[src/rtl/serial_adder_n_pkg.sv]
// Shared types for the bit-serial adder/subtractor: FSM state encoding.
package serial_adder_n_pkg;

  typedef enum logic [1:0] {
    ST_IDLE = 2'd0,
    ST_RUN  = 2'd1,
    ST_DONE = 2'd2
  } state_t;

endpackage

[src/rtl/serial_adder_n_full_adder_one.sv]
// One-bit full adder cell; the only arithmetic element of the serial adder.
module full_adder_one (
  input  logic a,
  input  logic b,
  input  logic ci,
  output logic co,
  output logic s
);

  assign s  = a ^ b ^ ci;
  assign co = (a & b) | (ci & (a ^ b));

endmodule

[src/rtl/serial_adder_n.sv]
// Bit-serial WIDTH-bit adder/subtractor: one operand bit per clock through a
// single full_adder_one, with start/busy/done handshake and signed overflow.
module serial_adder_n
  import serial_adder_n_pkg::*;
#(
  parameter int WIDTH = 8
) (
  input  logic             clk,
  input  logic             rst,
  input  logic             start,
  input  logic             sub,
  input  logic [WIDTH-1:0] a,
  input  logic [WIDTH-1:0] b,
  input  logic             ci,
  output logic             busy,
  output logic             done,
  output logic [WIDTH-1:0] s,
  output logic             co,
  output logic             ovf
);

  localparam int            CW   = $clog2(WIDTH + 1);
  localparam logic [CW-1:0] LAST = CW'(WIDTH - 1);

  state_t           r_state;
  state_t           w_state_nxt;
  logic [WIDTH-1:0] r_opa;
  logic [WIDTH-1:0] r_opb;
  logic [WIDTH-1:0] r_acc;
  logic             r_carry;
  logic [CW-1:0]    r_cnt;
  logic [WIDTH-1:0] r_s;
  logic             r_co;
  logic             r_ovf;

  logic             w_sum;
  logic             w_cout;
  logic             w_load;
  logic             w_step;
  logic             w_fin;
  logic [WIDTH:0]   w_cat;
  logic [WIDTH-1:0] w_acc_nxt;

  full_adder_one u_fa (
    .a  (r_opa[0]),
    .b  (r_opb[0]),
    .ci (r_carry),
    .co (w_cout),
    .s  (w_sum)
  );

  // New sum bit enters at the MSB; written this way so WIDTH=1 needs no special case.
  assign w_cat     = {w_sum, r_acc};
  assign w_acc_nxt = w_cat[WIDTH:1];

  always_ff @(posedge clk or posedge rst) begin
    if (rst) r_state <= ST_IDLE;
    else     r_state <= w_state_nxt;
  end

  always_comb begin
    w_state_nxt = r_state;
    case (r_state)
      ST_IDLE: if (w_load) w_state_nxt = ST_RUN;
      ST_RUN:  if (w_fin)  w_state_nxt = ST_DONE;
      ST_DONE: w_state_nxt = w_load ? ST_RUN : ST_IDLE;
      default: w_state_nxt = ST_IDLE;
    endcase
  end

  always_comb begin
    busy   = (r_state == ST_RUN);
    done   = (r_state == ST_DONE);
    w_step = (r_state == ST_RUN);
    w_fin  = (r_state == ST_RUN) && (r_cnt == LAST);
    w_load = start && ((r_state == ST_IDLE) || (r_state == ST_DONE));
  end

  always_ff @(posedge clk or posedge rst) begin
    if (rst) begin
      r_opa   <= '0;
      r_opb   <= '0;
      r_acc   <= '0;
      r_carry <= 1'b0;
      r_cnt   <= '0;
      r_s     <= '0;
      r_co    <= 1'b0;
      r_ovf   <= 1'b0;
    end else begin
      if (w_load) begin
        r_opa   <= a;
        r_opb   <= sub ? ~b : b;
        r_carry <= sub ? 1'b1 : ci;
        r_cnt   <= '0;
      end else if (w_step) begin
        r_opa   <= r_opa >> 1;
        r_opb   <= r_opb >> 1;
        r_acc   <= w_acc_nxt;
        r_carry <= w_cout;
        r_cnt   <= r_cnt + CW'(1);
      end
      // On the final step r_carry is the carry into the MSB.
      if (w_fin) begin
        r_s   <= w_acc_nxt;
        r_co  <= w_cout;
        r_ovf <= r_carry ^ w_cout;
      end
    end
  end

  assign s   = r_s;
  assign co  = r_co;
  assign ovf = r_ovf;

endmodule

[config.mk]
export PLATFORM = sky130hd
export DESIGN_NAME = serial_adder_n
export DESIGN_NICKNAME = d
export VERILOG_FILES = /design/src/rtl/serial_adder_n_pkg.sv /design/src/rtl/serial_adder_n_full_adder_one.sv /design/src/rtl/serial_adder_n.sv
export SDC_FILE = /design/constraint.sdc
export NUM_CORES = 1
export LEC_CHECK = 0
export ABC_AREA = 1
export BUFFER_PORTS_ARGS = -buffer_cell sky130_fd_sc_hd__clkbuf_2
export CAP_MARGIN = 20
export CELL_PAD_IN_SITES_DETAIL_PLACEMENT = 0
export CELL_PAD_IN_SITES_GLOBAL_PLACEMENT = 2
export CORE_MARGIN = 2
export CORE_UTILIZATION = 35
export DETAILED_ROUTE_END_ITERATION = 6
export HOLD_SLACK_MARGIN = 0.08
export PLACE_DENSITY = 0.8
export SYNTH_ARGS = -nofsm -noshare
export SYNTH_HDL_FRONTEND = slang
export SYNTH_SLANG_ARGS = --single-unit
[constraint.sdc]
create_clock -name clk -period 1.8 [get_ports clk]
set_input_delay 0.27 -clock clk [delete_from_list [all_inputs] [get_ports clk]]
set_output_delay 0.27 -clock clk [all_outputs]
set_load 0.01 [all_outputs]
==> flow_metrics.tcl, run 1 <==
set metrics [dict create \
    synth_top_area_cell "dfrtp_1" \
    io_buffers 32 \
    nFillCells 554 \
    tns_ns 0 \
    place_congestion 0.705 \
    slew_viol_final 0 \
    cp-end-kind "primary output" \
    chipWidth_um 77.3 \
    grt_pass1_vias 1393 \
    dr.pass1.iters 4 \
    ctsResizeCount 0 \
    postCtsSetupBuffers 0 \
    place_ws_ns 0.400 \
    synth_nets 245 \
    utilization_pct 42.9 \
    clock_skew_ns 0.00626 \
    worstPathRequired_ns 1.53 \
    total_power_w 0.00380 \
    ctsLongestPathBuffers 2 \
    grt_pass1_wl_um 6470 \
    synth_top_area_share_pct 53.2 \
    synth_seq_cells 40 \
    max_stage_delay_ns 0.42 \
    hold_viol 0 \
    worstSkewPairLatency_ns 0.29 \
    synth_flop_cell "dfrtp_1" \
    via_count 1459 \
    drive_gt1_share_pct 23.0 \
    ctsHoldBuffers 0 \
    num-nets-final 279 \
    ff2ff_path_depth 6 \
    crit_type "reg -> out" \
    hold_class "in -> async" \
    viasPerCell 4.46 \
    die-height_um 77.3 \
    setup_violations 0 \
    synthArstFlopShare_pct 100 \
    outcome "completed" \
    worst_slew_pin_slew_ns 0.519 \
    track_usage_pct 13.8 \
    start_kind "flip-flop" \
    vdd_drop_max_mv 0.484 \
    wl_per_cell_um 11.4 \
    ys_seq_area_share_pct 53.2 \
    period_share_pct 83.2 \
    synth_edf_count 0 \
    overflow 0 \
    powerDensity_mw_per_mm2 1720 \
    synth_area_leaders "dfrtp_1, nand2_1, o21ai_0" \
    cts_sinks 40 \
    rows 26 \
    design.core.area_mm2 0.00514 \
    rsz0062_at_grt "false" \
    synthTopCellsByCount "nand2_1, dfrtp_1, inv_1" \
    cts_buffers 5 \
    syn_area_per_cell_um2 8.48 \
    antenna_left 0 \
    clock.fmax_mhz 668 \
    fin_crit_ns 1.50 \
    crit_slowest_cell "dfrtp_1" \
    yosys_warnings 0 \
    crit_chain "inv_2 > nor2_8 > clkbuf_2" \
    cp.arrival_ns 1.23 \
    final_cell_count_no_fill 327 \
    ioPinCount 33 \
    relSlewSlack_pct 65.4 \
    clkTransAtPathRegs_ns 0.08 \
    dpl.hpwl_um 2580 \
    root_buffer "clkbuf_8" \
    maxCapViolCount 0 \
    route.final.wire_length_um 3730 \
    start_util_pct 36.6 \
    setup_slack_ns 0.302 \
    placedCellCount 319 \
    remaining_drc_errors 0 \
    synth_cells 222 \
    synth.distinct_cells 21 \
    tritoncts "done" \
    die-area_mm2 0.00598 \
    syn_area_mm2 0.00188 \
    grt_antenna_before_repair 0 \
    grt_max_degree 41 \
    antennaDiodeCount 0 \
    ctsHtreeMaxLevel 2 \
    area.growth.synth_to_final_pct 17.3 \
    leakagePower_nw 1.18 \
    worstPathMaxFanout 15 \
    drt-initial-drc-count 83 \
    yosysMostFrequentCell "nand2_1" \
]
final cells by class:
| type | count | area, um2 | share of cell area, % |
|---|---|---|---|
| sequential | 40 | 1000 | 45.4 |
| clock inverter | 2 | 38.8 | 1.76 |
| inverter | 24 | 92.6 | 4.20 |
| multi-input combinational | 151 | 729 | 33.0 |
| timing repair buffer | 34 | 175 | 7.94 |
| clock buffer | 6 | 82.6 | 3.74 |
| tap | 70 | 87.6 | 3.97 |
routing by layer:
layer	share of wire, %	track usage [%]	vias to the layer above
met3	4.4	4.59	5
met1	51	18.5	666
li1	-	-	755
met5	0	0	-
met2	44	21.0	33
met4	1.2	4.29	0
state kept, by name (all words and copies together) (netlist names):
register / count
co: 1
r_cnt: 4
r_acc: 7
r_state: 2
r_opa: 8
s: 8
ovf: 1
r_carry: 1
r_opb: 8
stage by stage:
stage	cell area [um2]	hold slack (ns)
after floorplan	1880	0.391
after global placement	2090	0.415
after detailed placement	2090	0.408
after CTS	2210	0.0826
after global routing	2210	0.124
final	2210	0.0713
kinds of logic after synthesis:
logic type                 synth area share [%]
AOI/OAI and AO/OA                          8.51
xor gates and xnor gates                   1.40
buffers and inverters                      8.04
adders and majority gates                  1.73
and+or+nand+nor                            27.1
DFF                                        53.2
path summary, 6_finish.rpt:
path	start	to	slack, ns
min reg2reg	r_opb[3]	r_opb[3]	0.48
min	rst	r_opa[2]	0.07
max	r_state[0]	busy	0.30
max in group asynchronous	rst	r_state[0]	1.37
max reg2reg	r_state[0]	r_opb[1]	0.43
min in group clk	a[1]	r_opa[1]	0.19
cell usage in the layout, fill, tap and decap left out, types with 2 or more instances in the layout:
cell type  count
nor2_1         7
a21oi_1        2
nand2_4        3
clkbuf_2      32
xnor2_1        2
o21ai_2        8
buf_4          2
nand3_1       15
dfrtp_1       40
clkbuf_8       6
inv_2          3
inv_1         20
o21ai_0       16
nand2_1       93
report_power, final:
group	leakage, nW	internal [W]	switching (W)
sequential	0.503	0.00131	0.000253
combinational	0.620	0.000537	0.000919
clock	0.0614	0.000453	0.000323
critical path, delay by kind of cell, from the launching register on:
family / cells / cell delay [ns]
simple gates: 1 / 0.23
flops: 1 / 0.42
buf+inv: 2 / 0.27
(Power assumes the default switching activity.)
==> inputs of run 2 (changes only) <==
ABC_AREA = 0   (was 1)
PLACE_DENSITY = 0.75   (was 0.8)
clock period = 1.4 ns   (was 1.8 ns; I/O delays follow)
==> run 2 against run 1 <==
Net effect:
- sequential power up 29%
- critical path depth up 1
- die area fell by 3.3%
- final cell count down 12%
- utilization is 3.2 points higher
- routed wire length barely moved
- non-clock buffer count increased by 17
- worst hold slack gained 0.055 ns
- total power increased by 37%
- first-iteration DRC count decreased by 27%
- largest cell class unchanged
==> flow_metrics.tcl, run 2 <==
set metrics [dict create \
    whs_ns 0.126 \
    hold_viol 0 \
    yosysMostFrequentCell "nand2_1" \
    powerDensity_mw_per_mm2 2230 \
    rsz0062_at_grt "true" \
    synth_top_area_share_pct 55.1 \
    netSwitchingFraction_pct 34.5 \
    ctsLongestPathBuffers 2 \
    drt-initial-drc-count 61 \
    chipWidth_um 76.0 \
    grt_pass1_vias 1366 \
    antenna_left 0 \
    io_buffers 32 \
    cp-end-kind "primary output" \
    viasPerCell 4.56 \
    reg2reg_from "r_cnt[1]" \
    ioPinCount 33 \
    syn_area_per_cell_um2 10.7 \
    dpl.hpwl_um 2550 \
    outcome "completed" \
    synth_edf_count 0 \
    cts_sinks 40 \
    dr.pass1.iters 4 \
    root_buffer "clkbuf_8" \
    power_switching_w 0.00179 \
    area.growth.synth_to_final_pct 28.0 \
    worstSkewPairLatency_ns 0.29 \
    rows 26 \
    crit_type "reg -> out" \
    leakagePower_nw 1.16 \
    clock_power_share_pct 19.3 \
    drive_gt1_share_pct 35.0 \
    die-height_um 76.0 \
    clock.fmax_mhz 724 \
    yosys_warnings 0 \
    grt_max_degree 41 \
    worst_slew_pin_slew_ns 0.509 \
    holdCritStartpoint "a[2]" \
    worstSetupStartpoint "r_state[1]" \
    period_share_pct 98.7 \
    grt_pass1_wl_um 6690 \
    via_count 1309 \
    nFillCells 505 \
    total_power_w 0.00519 \
    synthArstFlopShare_pct 100 \
    cts_buffers 5 \
    synth_cells 170 \
    maxCapViolCount 0 \
    antennaDiodeCount 0 \
    grt_antenna_before_repair 0 \
    worstPathRequired_ns 1.19 \
    layout_commonest_cell "nand2_1" \
    p_comb_share_pct 42.0 \
    slew_viol_final 0 \
    p_seq_share_pct 38.8 \
    start_kind "flip-flop" \
    ys_seq_area_share_pct 55.1 \
    dr.max_layer_used "met4" \
    synth_flop_cell "dfrtp_1" \
    worstPathMaxFanout 4 \
    cp.arrival_ns 1.17 \
    wl_met3_um 180 \
    tns_ns 0 \
    setup_violations 0 \
    synthTopCellsByCount "nand2_1, dfrtp_1, nor2_1" \
    synth_top_area_cell "dfrtp_1" \
    synth.distinct_cells 30 \
    met2WireLength_um 1760 \
    layout_common_cells "nand2_1, dfrtp_1, clkbuf_2" \
    num-nets-final 239 \
    clock_skew_ns 0.00382 \
    fin_crit_ns 1.38 \
    start_util_pct 36.0 \
    track_usage_pct 14.6 \
    clkTransAtPathRegs_ns 0.08 \
    hold_class "in -> reg" \
    vdd_drop_max_mv 0.679 \
    route.final.wire_length_um 3730 \
    ctsHtreeMaxLevel 2 \
    overflow 0 \
    die-area_mm2 0.00578 \
    synth_nets 193 \
    tritoncts "done" \
    relSlewSlack_pct 66.1 \
    synth_area_leaders "dfrtp_1, nand2_1, mux2_4" \
    synth_seq_cells 40 \
    setup_slack_ns 0.0189 \
    design.core.area_mm2 0.00504 \
    remaining_drc_errors 0 \
    syn_area_mm2 0.00182 \
    place_ws_ns -0.0529 \
    internal_power_w 0.00340 \
    wl_per_cell_um 13.0 \
    place_congestion 0.776 \
    wl_met1_um 1720 \
]
[run 2: changes by cell type in the layout (fill, tap and decap cells not counted), sizes merged, moves of 5 or more]
cell   change
a22oi      +5
a31oi      +7
buf       +17
inv       -22
mux2      +10
nand2     -52
nand3      -9
nor2       +6
o21ai     -22
xor2       +7
[run 2: area by class of cell]
cell class                      instances  area, um2  share of cell area [%]
Clock buffer                            6       82.6                    3.55
Inverter                                2       7.51                   0.323
Tap cell                               70       87.6                    3.77
Sequential cell                        40       1000                    43.0
Multi-Input combinational cell        116        758                    32.6
Clock inverter                          2       38.8                    1.67
Timing Repair Buffer                   51        350                    15.1
[run 2: worst paths after layout]
| check | end | slack, ns | cells after the start |
|---|---|---|---|
| setup / recovery | busy | 0.02 | 4 |
| hold / removal | r_opa[2] | 0.13 | 3 |
| setup reg to reg | s[4] | 0.02 | 5 |
| hold reg to reg | r_acc[1] | 0.49 | 2 |
| max in group asynchronous | r_cnt[1] | 0.48 | 4 |
| min in group asynchronous | r_cnt[3] | 0.56 | 4 |
[run 2: power groups by stage]
stage	registers [W]	clock network [W]	logic [W]
after floorplan	0.00203	0	0.00136
after global routing	0.00210	0.00109	0.00245
after detailed placement	0.00202	0	0.00203
final	0.00201	0.00100	0.00218
after global placement	0.00201	0	0.00196
after CTS	0.00202	0.00103	0.00216
[run 2: stage by stage]
| step | instances | cell area [um2] | utilization (%) |
|---|---|---|---|
| after detailed placement | 275 | 2130 | 42.2 |
| final | 287 | 2330 | 46.1 |
| after floorplan | 170 | 1820 | - |
| after CTS | 286 | 2300 | 45.7 |
| after global placement | 275 | 2130 | 42.2 |
| after global routing | 287 | 2330 | 46.1 |
[run 2: logic make-up (layout without fill, tap and decap cells)]
group           count (synthesis)  in the layout  synth area share (%)
xor+xnor                       10             10                  4.82
compound gates                 20             20                  7.65
mux                            11             11                  8.61
simple gates                   73             73                  17.3
buf+inv                        14             61                  4.75
flops                          40             40                  55.1
fa+ha+maj                       2              2                  1.79
[run 2: routing by layer]
metal | vias up | track usage (%)
met5 | - | 0
met4 | 0 | 5.45
met3 | 6 | 4.27
met2 | 33 | 23.2
met1 | 617 | 19.0
li1 | 653 | -
[run 2: critical path, cell delays in order (launching register included)]
cell	delay [ns]
dfrtp_1	0.40
nand2b_4	0.17
inv_2	0.09
buf_12	0.10
clkbuf_2	0.12
[run 2: what timing repair did]
item	CTS	global route
hold buffers	1	0
setup endpoints to repair	11	19
setup buffers	2	1
gates resized for setup	10	4
endpoints found under the hold margin	40	0
pin swaps	0	0
==> inputs of run 3 (changes only) <==
ABC_AREA = 1   (was 0)
CORE_UTILIZATION = 32   (was 35)
PLACE_DENSITY = 0.74   (was 0.75)
==> run 3 against run 2 <==
Net effect:
- via count rose by 15%
- first-iteration DRC count is 33% higher
- clock skew up 0.0042 ns
- critical path depth fell by 1
- sequential power about the same
- final cell count is 18% higher
- maximum frequency grew 4.0%
- non-clock buffer count shrank 8
- clock power about the same
- register-to-register slack improved by 0.07 ns
- total power is 1.1% lower
- largest power group unchanged
==> flow_metrics.tcl, run 3 (synthesis gave the netlist of run 1 again) <==
set metrics [dict create \
    outcome "completed" \
    vdd_drop_max_mv 0.864 \
    io_buffers 32 \
    remaining_drc_errors 0 \
    clkTransAtPathRegs_ns 0.09 \
    area.growth.synth_to_final_pct 23.2 \
    place_congestion 0.699 \
    leakagePower_nw 1.23 \
    relSlewSlack_pct 84.0 \
    chipWidth_um 80.7 \
    powerDensity_mw_per_mm2 2210 \
    nFillCells 613 \
    stdcell_area_mm2 0.00232 \
    clock.fmax_mhz 753 \
    root_buffer "clkbuf_8" \
    grt_pass1_vias 1482 \
    path_buf_inv 2 \
    cp.arrival_ns 1.12 \
    drt-initial-drc-count 81 \
    antenna_left 0 \
    maxCapViolCount 0 \
    slew_viol_final 0 \
    crit_chain "nor2_8 > buf_12 > clkbuf_2" \
    hold_class "in -> reg" \
    track_usage_pct 13.6 \
    grt_antenna_before_repair 0 \
    crit_slowest_cell "dfrtp_2" \
    ctsLongestPathBuffers 2 \
    ff2ff_path_depth 3 \
    grt_max_degree 40 \
    design.core.area_mm2 0.00561 \
    dr.pass1.iters 4 \
    setup_violations 0 \
    register_area_mm2 0.00100 \
    grt_pass1_wl_um 6760 \
    worst_slew_pin_slew_ns 0.240 \
    ioPinCount 33 \
    crit_family "flip-flops" \
    start_util_pct 33.6 \
    period_share_pct 94.9 \
    worstSkewPairLatency_ns 0.30 \
    worstPathRequired_ns 1.19 \
    max_stage_delay_ns 0.46 \
    tritoncts "done" \
    multi_input_area_um2 748 \
    num-nets-final 289 \
    place_area_mm2 0.00214 \
    viasPerCell 4.42 \
    crit_type "reg -> out" \
    clock_skew_ns 0.00797 \
    antennaDiodeCount 0 \
    die-height_um 80.7 \
    cts_buffers 5 \
    dpl.hpwl_um 2720 \
    hold_depth 3 \
    layout_commonest_cell "nand2_1" \
    die-area_mm2 0.00651 \
    layout_common_cells "nand2_1, dfrtp_1, clkbuf_2" \
    rows 27 \
    wl_per_cell_um 11.7 \
    overflow 0 \
    fin_crit_ns 1.33 \
    start_kind "flip-flop" \
    via_count 1500 \
    total_power_w 0.00513 \
    ctsHtreeMaxLevel 2 \
    route.final.wire_length_um 3960 \
    worstPathMaxFanout 7 \
    cp-end-kind "primary output" \
    cts_sinks 40 \
    drive_gt1_share_pct 26.2 \
    cp_num_cells 3 \
    tns_ns 0 \
    hold_viol 0 \
]
-- run 3: where the power goes --
group          switching (W)  internal (W)
clock network       0.000428      0.000537
registers           0.000317       0.00169
logic                0.00127      0.000895
-- run 3: final cells by class --
| type | count | area share, % |
|---|---|---|
| clock buffers | 5 | 2.97 |
| clock inverters | 3 | 2.00 |
| inverters | 24 | 3.99 |
| multi-input cells | 152 | 32.3 |
| flip-flops and latches | 40 | 43.2 |
| well taps | 72 | 3.89 |
| repair buffers | 43 | 11.7 |
-- run 3: worst register-to-register path, stage by stage (launching register included) --
cell	delay [ns]
dfrtp_1	0.42
fa_1	0.50
xnor2_1	0.22
o21ai_2	0.08
-- run 3: path summary, 6_finish.rpt --
path,startpoint,end,slack [ns]
setup / recovery,r_state[1],busy,0.07
hold / removal,a[3],r_opa[3],0.14
setup reg to reg,r_carry,ovf,0.09
hold reg to reg,r_opb[4],r_opb[4],0.48
max in group asynchronous,rst,r_state[1],0.65
min in group asynchronous,rst,r_cnt[3],0.31
-- run 3: timing repair --
item                                    in CTS  in global routing
gates resized for setup                      1                  3
hold buffers                                 1                  0
endpoints found under the setup margin       1                 12
gates cloned                                 0                  1
pin swaps                                    1                  1
setup buffers                                1                  3
endpoints found under the hold margin       40                  0
-- run 3: per-layer routing --
metal / vias to the layer above / track usage, % / wire [um]
met5: - / 0 / 0
met4: 0 / 5.08 / 58
met3: 7 / 3.60 / 146
met2: 26 / 21.3 / 1810
met1: 695 / 17.8 / 1950
li1: 772 / - / -
-- run 3: metrics by stage --
| stage | std cells | hold slack (ns) | setup WS [ns] | util [%] |
|---|---|---|---|---|
| 4_1_cts | 335 | 0.133 | 0.0284 | 40.6 |
| 3_5_place_dp | 325 | 0.0708 | 0.0489 | 38.2 |
| 5_1_grt | 339 | 0.141 | -0.00270 | 41.3 |
| 2_1_floorplan | 222 | 0.331 | 0.144 | - |
| 6_report | 339 | 0.137 | 0.0720 | 41.3 |
| 3_3_place_gp | 325 | 0.0648 | 0.0843 | 38.2 |
